$ cat src/rtl/mux_4x1_rr.sv
// Four-channel round-robin merge into one registered, source-tagged output stream.
// Latency: one cycle from input acceptance to out_valid; one beat per cycle when out_ready stays high.
// Backpressure: while a held beat is not accepted, all in_ready are low and the output holds.
module mux_4x1_rr #(
    parameter int WIDTH = 8
) (
    input  logic               clk,
    input  logic               rst_n,
    input  logic [3:0]         in_valid,
    input  logic [4*WIDTH-1:0] in_data,
    output logic [3:0]         in_ready,
    output logic               out_valid,
    output logic [WIDTH-1:0]   out_data,
    output logic [1:0]         out_sel,
    input  logic               out_ready
);

    logic [1:0]       ptr_q, ptr_d;
    logic             vld_q, vld_d;
    logic [WIDTH-1:0] dat_q, dat_d;
    logic [1:0]       sel_q, sel_d;

    logic             load;
    logic             gnt_vld;
    logic [1:0]       gnt;
    logic [1:0]       idx;
    logic [WIDTH-1:0] gnt_dat;

    // The output register can take a new beat when empty or being drained this cycle.
    assign load = !vld_q || out_ready;

    // Search starts at ptr and wraps; the first requesting channel wins.
    always_comb begin
        gnt_vld = 1'b0;
        gnt     = 2'd0;
        idx     = 2'd0;
        for (int k = 0; k < 4; k++) begin
            idx = ptr_q + 2'(k);
            if (!gnt_vld && in_valid[idx]) begin
                gnt_vld = 1'b1;
                gnt     = idx;
            end
        end
    end

    assign gnt_dat = in_data[gnt*WIDTH +: WIDTH];

    always_comb begin
        in_ready = 4'b0000;
        if (rst_n && load && gnt_vld) begin
            in_ready = 4'b0001 << gnt;
        end
    end

    always_comb begin
        ptr_d = ptr_q;
        vld_d = vld_q;
        dat_d = dat_q;
        sel_d = sel_q;
        if (load) begin
            if (gnt_vld) begin
                vld_d = 1'b1;
                dat_d = gnt_dat;
                sel_d = gnt;
                ptr_d = gnt + 2'd1;
            end else begin
                vld_d = 1'b0;
            end
        end
    end

    always_ff @(posedge clk) begin
        if (!rst_n) begin
            ptr_q <= 2'd0;
            vld_q <= 1'b0;
            dat_q <= '0;
            sel_q <= 2'd0;
        end else begin
            ptr_q <= ptr_d;
            vld_q <= vld_d;
            dat_q <= dat_d;
            sel_q <= sel_d;
        end
    end

    assign out_valid = vld_q;
    assign out_data  = dat_q;
    assign out_sel   = sel_q;

endmodule

$ cat config.mk
export PLATFORM = sky130hd
export DESIGN_NAME = mux_4x1_rr
export DESIGN_NICKNAME = d
export VERILOG_FILES = /design/src/rtl/mux_4x1_rr.sv
export SDC_FILE = /design/constraint.sdc
export NUM_CORES = 1
export LEC_CHECK = 0
export CORE_MARGIN = 2
export CORE_UTILIZATION = 35
export DETAILED_ROUTE_END_ITERATION = 6
export HOLD_SLACK_MARGIN = 0.05
export PLACE_DENSITY = 0.83
export SLEW_MARGIN = 20
export SYNTH_ARGS = -nofsm -noshare
export SYNTH_HDL_FRONTEND = slang
export SYNTH_SLANG_ARGS = --single-unit
$ cat constraint.sdc
create_clock -name clk -period 1.8 [get_ports clk]
set_clock_uncertainty 0.15 [all_clocks]
set_input_delay 0.27 -clock clk [delete_from_list [all_inputs] [get_ports clk]]
set_output_delay 0.27 -clock clk [all_outputs]
set_load 0.02 [all_outputs]
==> reports/metrics.yaml, run 1 <==
layout:
  finish.utilization_pct: 74.2
  area_growth_syn_to_layout_pct: 98.8
  fillers: 154
  nNetsFinal: 216
  drive_above_1_share_pct: 27.8
  diodes: 0
timing:
  slew_violations: 0
  period_needed_ns: 1.96
  postLayoutSetupSlackWorst_ns: -0.163
  hold_viol_final: 0
  finalCritPeriodShare_pct: 109
  max_freq_ghz: 0.509
  rsz0062_at_grt: "yes"
  worstMarginPinSlew_ns: 0.261
  setup_viol: 12
  max_slew_margin_pct: 82.5
grt:
  grt_pass1_vias: 1061
  grt_overflow: 0
  grt_use_total_pct: 22.1
  grt_first_pass_wirelength_mm: 4.48
  grt_max_degree: 17
  antenna_found_initial: 0
pwr:
  ir_drop_mv: 0.461
  cellPowerDensity_mw_per_mm2: 703
  p_leak_nw: 0.691
yosys:
  synth_nets: 141
  avgSynthCellArea_um2: 8.17
  synth-seq-cells: 13
  postSynthCellCount: 102
  synth_edf_count: 0
  ys_async_sr_fraction_pct: 0
  syn_area_um2: 833
  ys.flop_type: "dfxtp_1"
  ys_types: 30
  synth-warning-count: 0
  synth_seq_area_share_pct: 31.2
run_status:
  failed_checks: "negative setup slack"
  status: "complete, but fails checks"
clock_network:
  root_buffer: "clkbuf_4"
  clockBufferDepth: 2
  clk_latency_ns: 0.28
  postCtsHoldBufs: 0
  cts_buffers: 3
  cts_tree: "yes"
  htree_levels: 1
  clkTransAtPathRegs_ns: 0.08
  cts_sinks: 13
hold_path:
  hold_class: "flip-flop to flip-flop"
  hold_depth: 2
placed_design:
  place_hpwl_mm: 2.18
  place_ws_ns: -0.847
  place.gp.congestion: 0.785
  port_buffers: 53
detailed_routing:
  avgRoutedWirePerCell_um: 14.9
  wl_met1_mm: 1.25
  vias_per_cell: 5.37
  first_pass_iters: 4
  drt_iter0_markers: 15
  final_antenna_net_count: 0
  met2_length_mm: 1.55
  dr_wl_met3_um: 180
  num_vias: 1096
  wl_mm: 3.05
  maxUsedRoutingLayer: "met4"
  drc: 0
floorplan:
  die_area_mm2: 0.00279
  dieWidth_um: 52.8
  die_h_um: 52.8
  core_mm2: 0.00223
  io_pins: 54
  start_util_pct: 37.3
  num_rows: 17
critical_path:
  r2r_cells: 9
  crit_fanout: 3
  cp.arrival_ns: 1.54
  required_ns: 1.38
  critPathCaptureType: "output pin"
  critPathKind: "input port to output pin"
  critPathLaunchType: "input port"
run:
  maxCapViolCount: 0
-- worst max-delay path, cell delays in order --
cell,delay [ns]
dlygate4sd2_1,0.27
nor2b_2,0.17
a211o_1,0.32
and2_4,0.17
nor3_2,0.18
buf_4,0.17
-- routing by layer --
metal  track usage, %  up-vias
met1             24.4      509
li1                 -      520
met5                0        -
met4             12.0        0
met3             4.29       12
met2             39.4       55
-- report_power, final --
| part | internal, mW | total [mW] | switching (mW) |
|---|---|---|---|
| logic | 0.345 | 0.611 | 0.266 |
| clock network | 0.0858 | 0.183 | 0.0976 |
| registers | 0.335 | 0.370 | 0.0355 |
| total | 0.765 | 1.16 | 0.400 |
-- state kept, by name, indices dropped and copies added (netlist names) --
| register | count |
|---|---|
| out_sel | 2 |
| out_valid | 1 |
| ptr_q | 2 |
| out_data | 8 |
-- metrics by stage --
step	total power, mW	hold slack (ns)	setup TNS [ns]	cell area, um2	std cells
after floorplan	0.625	0.248	-0.240	846	102
after global placement	0.876	0.319	-6.87	1510	195
after detailed placement	0.889	0.325	-8.37	1510	195
after CTS	1.11	0.346	-0.374	1600	200
after global routing	1.22	0.377	-1.42	1660	204
final	1.16	0.341	-0.748	1660	204
-- final timing paths --
check | startpoint | to | slack [ns]
worst max-delay path | in_valid[2] | in_ready[0] | -0.16
worst min-delay path | out_data[2] | out_data[2] | 0.34
worst max register to register | ptr_q[0] | out_data[5] | -0.05
worst min register to register | out_data[2] | out_data[2] | 0.34
-- layout make-up --
type                    instances  area, um2  share of cell area (%)
clock buffers                   4       26.3                    1.59
inverters                       1       3.75                   0.227
multi-input cells              82        609                    36.8
flip-flops and latches         13        265                    16.0
well taps                      28       35.0                    2.11
repair buffers                 76        717                    43.3
-- kinds of logic after synthesis --
| family | share of synthesized area [%] |
|---|---|
| mux | 12.0 |
| compound gates | 28.2 |
| simple gates | 23.1 |
| buf+inv | 4.35 |
| flops | 31.2 |
| xor+xnor | 1.05 |
-- cell usage after synthesis, types with 2 or more instances --
cell | count | share of area [%]
a21boi_1 | 8 | 7.2
a21oi_1 | 2 | 1.2
and3_1 | 9 | 6.8
clkbuf_1 | 3 | 1.4
dfxtp_1 | 13 | 31
mux2i_1 | 10 | 12
nand2_1 | 10 | 4.5
nor2_1 | 2 | 0.90
nor2b_1 | 7 | 5.3
nor3_1 | 2 | 1.2
o211ai_1 | 8 | 7.2
o21ai_0 | 8 | 4.8
o21ai_1 | 3 | 1.8
-- cell usage in the layout, fill, tap and decap left out, drive strengths merged --
master / instances
nor3: 2
o211ai: 8
nand3: 1
clkbuf: 4
and2: 1
dlygate4sd2: 2
xnor2: 1
and3: 9
nand2: 10
nor2: 2
mux2i: 10
nor2b: 7
o21bai: 2
buf: 27
a21oi: 3
a31oi: 1
a211o: 1
o21ai: 11
or2: 1
clkdlybuf4s15: 2
clkdlybuf4s50: 45
inv: 1
a21boi: 9
dfxtp: 13
nand2b: 1
nor4: 1
nand3b: 1
-- timing repair --
action	CTS	global route
buffers inserted	1	4
endpoints found under the setup margin	14	12
resized for setup	46	9
pin swaps	6	5
(Power assumes the default switching activity.)
==> run 2: changes to the inputs <==
--- a/config.mk
+++ b/config.mk
@@ -6,10 +6,10 @@
 export NUM_CORES = 1
 export LEC_CHECK = 0
 export CORE_MARGIN = 2
-export CORE_UTILIZATION = 35
+export CORE_UTILIZATION = 30
 export DETAILED_ROUTE_END_ITERATION = 6
 export HOLD_SLACK_MARGIN = 0.05
-export PLACE_DENSITY = 0.83
+export PLACE_DENSITY = 0.74
 export SLEW_MARGIN = 20
 export SYNTH_ARGS = -nofsm -noshare
 export SYNTH_HDL_FRONTEND = slang
==> run 2 against run 1 <==
Effect of this change: the run still ends with negative setup slack left; critical endpoint is now in_ready[2]; count of clock-buffer cells in the layout unchanged; non-clock buffer count grew 1; design area grew 1.5%; critical path depth unchanged; hold slack better by 0.00083 ns.
==> reports/metrics.yaml, run 2 (synthesized netlist as in run 1, its figures left out) <==
run_status:
  status: "complete, but fails checks"
  failed_checks: "negative setup slack"
hold_path:
  hold_class: "flip-flop to flip-flop"
  hold_depth: 2  # unchanged
  holdPathEnd: "out_data[1]"
  hp-start: "out_data[1]"
run:
  maxCapViolCount: 0  # unchanged
timing:
  period_needed_ns: 1.98  # +0.0173 ns
  postLayoutSetupSlackWorst_ns: -0.180  # -0.0173 ns
  max_slew_margin_pct: 82.0  # -0.54 points
  hold_viol_final: 0  # unchanged
  slew_violations: 0  # unchanged
  setup_viol: 9  # -3
  finalCritPeriodShare_pct: 110  # +0.96 points
  worstMarginPinSlew_ns: 0.271  # +0.0102 ns
  max_freq_ghz: 0.505  # -0.87%
  setup_tns_ns: -0.661  # +0.0867 ns
  rsz0062_at_grt: "yes"
critical_path:
  crit_fanout: 3  # unchanged
  crit_chain: "nor2b_4 -> o21bai_1 -> and3_4 -> buf_6 -> nor3_2 -> buf_4"
  critPathCaptureType: "output pin"
  r2r-end: "out_data[2]"
  required_ns: 1.38  # about the same
  crit_family: "simple AND/OR/NAND/NOR gates"
  critPathKind: "flip-flop to output pin"
  r2r-start: "ptr_q[0]"
  critical-path-max-stage-delay_ns: 0.38  # +0.06 ns
  crit_path_top_delay_cell: "dfxtp_4"
  regToRegSetupSlack_ns: -0.03  # +0.02 ns
  worst-path-buf-inv: 2  # unchanged
  cp.arrival_ns: 1.56  # +0.02 ns
  critPathLaunchType: "flip-flop"
  r2r_cells: 8  # -1
grt:
  grt_overflow: 0  # unchanged
  antenna_found_initial: 0  # unchanged
  grt_pass1_vias: 1055  # -0.57%
  grt_first_pass_wirelength_mm: 4.66  # +4.2%
  grt_use_total_pct: 18.7  # -3.4 points
  grt_max_degree: 17  # unchanged
layout:
  fillers: 227  # +47%
  final_common_cell: "clkdlybuf4s50_1"
  diodes: 0  # unchanged
  drive_above_1_share_pct: 27.7  # -0.16 points
  layout_common_cells: "44 x clkdlybuf4s50_1, 25 x buf_4, 11 x dfxtp_1"
  nNetsFinal: 217  # +0.46%
  finish.utilization_pct: 62.6  # -12 points
  fin_area_mm2: 0.00168  # +1.5%
  area_growth_syn_to_layout_pct: 102
  largest_reg_flops: 8  # unchanged
floorplan:
  die_h_um: 56.7  # +7.4%
  start_util_pct: 31.0  # -6.3 points
  io_pins: 54  # unchanged
  num_rows: 19  # +2
  dieWidth_um: 56.7  # +7.4%
  core_mm2: 0.00269  # +20%
  die_area_mm2: 0.00322  # +15%
clock_network:
  root_buffer: "clkbuf_4"
  cts_buffers: 3  # unchanged
  postCtsHoldBufs: 0  # unchanged
  cts_tree: "yes"
  clockBufferDepth: 2  # unchanged
  clk_latency_ns: 0.29  # about the same
  htree_levels: 1  # unchanged
  clkTransAtPathRegs_ns: 0.09  # about the same
  cts_sinks: 13  # unchanged
placed_design:
  place_hpwl_mm: 2.04  # -6.5%
  port_buffers: 53  # unchanged
  place.gp.congestion: 0.738  # -6.0%
  place_area_mm2: 0.00150  # -0.74%
pwr:
  p_leak_nw: 0.704  # +1.9%
  ir_drop_mv: 0.427  # -7.3%
  cellPowerDensity_mw_per_mm2: 694  # -1.3%
detailed_routing:
  final_antenna_net_count: 0  # unchanged
  drt_iter0_markers: 18  # +3
  drc: 0  # unchanged
  wl_mm: 2.87  # -5.9%
  vias_per_cell: 5.05  # -5.9%
  avgRoutedWirePerCell_um: 13.8  # -7.7%
  num_vias: 1051  # -4.1%
  first_pass_iters: 4  # unchanged
==> run 2: changes by cell type in the layout (fill, tap and decap cells not counted), moves of 2 or more <==
| cell | change |
|---|---|
| buf_4 | +4 |
| buf_6 | -2 |
| clkdlybuf4s15_1 | -2 |
| dlygate4sd2_1 | +2 |
| nor2_2 | -2 |
| nor2_4 | +2 |
| o21ai_1 | +2 |
==> run 2: worst register-to-register path, cell delays in order (launching register included) <==
cell and delay (ns):
dfxtp_4 0.39, nor2b_4 0.05, o21bai_1 0.19, and3_4 0.25, nand3_4 0.12, buf_4 0.16
buf_4 0.12, buf_4 0.13, o211ai_1 0.17
==> run 2: stage by stage <==
| step | hold WS [ns] | cells | power (mW) | setup slack (ns) |
|---|---|---|---|---|
| global placement | 0.313 | 196 | 0.870 | -0.789 |
| CTS | 0.345 | 206 | 1.13 | -0.101 |
| floorplan | 0.248 | 102 | 0.625 | -0.135 |
| global route | 0.369 | 208 | 1.23 | -0.203 |
| detailed placement | 0.323 | 196 | 0.882 | -0.921 |
| finish | 0.342 | 208 | 1.17 | -0.180 |
==> run 2: repair_timing <==
| item | in CTS | in global routing |
|---|---|---|
| gates cloned | 0 | 0 |
| endpoints found under the setup margin | 12 | 13 |
| setup buffers | 6 | 2 |
| resized for setup | 46 | 10 |
| pin swaps | 6 | 5 |
==> run 2: cell type report <==
| class | count | area, um2 | area share (%) |
|---|---|---|---|
| inverter | 1 | 3.75 | 0.223 |
| clock buffer | 4 | 26.3 | 1.56 |
| tap | 31 | 38.8 | 2.31 |
| multi-input combinational | 82 | 636 | 37.8 |
| sequential | 13 | 268 | 15.9 |
| timing repair buffer | 77 | 709 | 42.2 |
==> run 2: metal layers <==
layer / up-vias / global-route usage, % / part of all wire, %
met1: 486 / 20.1 / 40
li1: 521 / - / -
met3: 5 / 4.61 / 6.5
met2: 39 / 34.2 / 52
met5: - / 0 / 0
met4: 0 / 8.16 / 1.7
==> run 2: worst max path at each step <==
| stage | startpoint | to | cells after the start |
|---|---|---|---|
| 6_report | ptr_q[0] | in_ready[2] | 6 |
| 5_1_grt | ptr_q[0] | in_ready[2] | 6 |
| 4_1_cts | ptr_q[0] | in_ready[3] | 6 |
| 3_5_place_dp | in_valid[0] | in_ready[1] | 7 |
| 3_3_place_gp | in_valid[1] | in_ready[0] | 6 |
| 2_1_floorplan | in_valid[2] | in_ready[0] | 6 |
==> run 2: power by group <==
group	switching [mW]	total (mW)	internal [mW]	leakage, nW
Combinational	0.266	0.600	0.334	0.580
Sequential	0.0321	0.367	0.335	0.109
Clock	0.113	0.199	0.0863	0.0150
==> run 3: changes to the inputs <==
--- a/config.mk
+++ b/config.mk
@@ -10,7 +10,7 @@
 export DETAILED_ROUTE_END_ITERATION = 6
 export HOLD_SLACK_MARGIN = 0.05
 export PLACE_DENSITY = 0.74
-export SLEW_MARGIN = 20
+export SLEW_MARGIN = 10
 export SYNTH_ARGS = -nofsm -noshare
 export SYNTH_HDL_FRONTEND = slang
 export SYNTH_SLANG_ARGS = --single-unit
==> results of run 3 <==
Same layout as run 2: the final DEF is identical, and so are final timing and power.
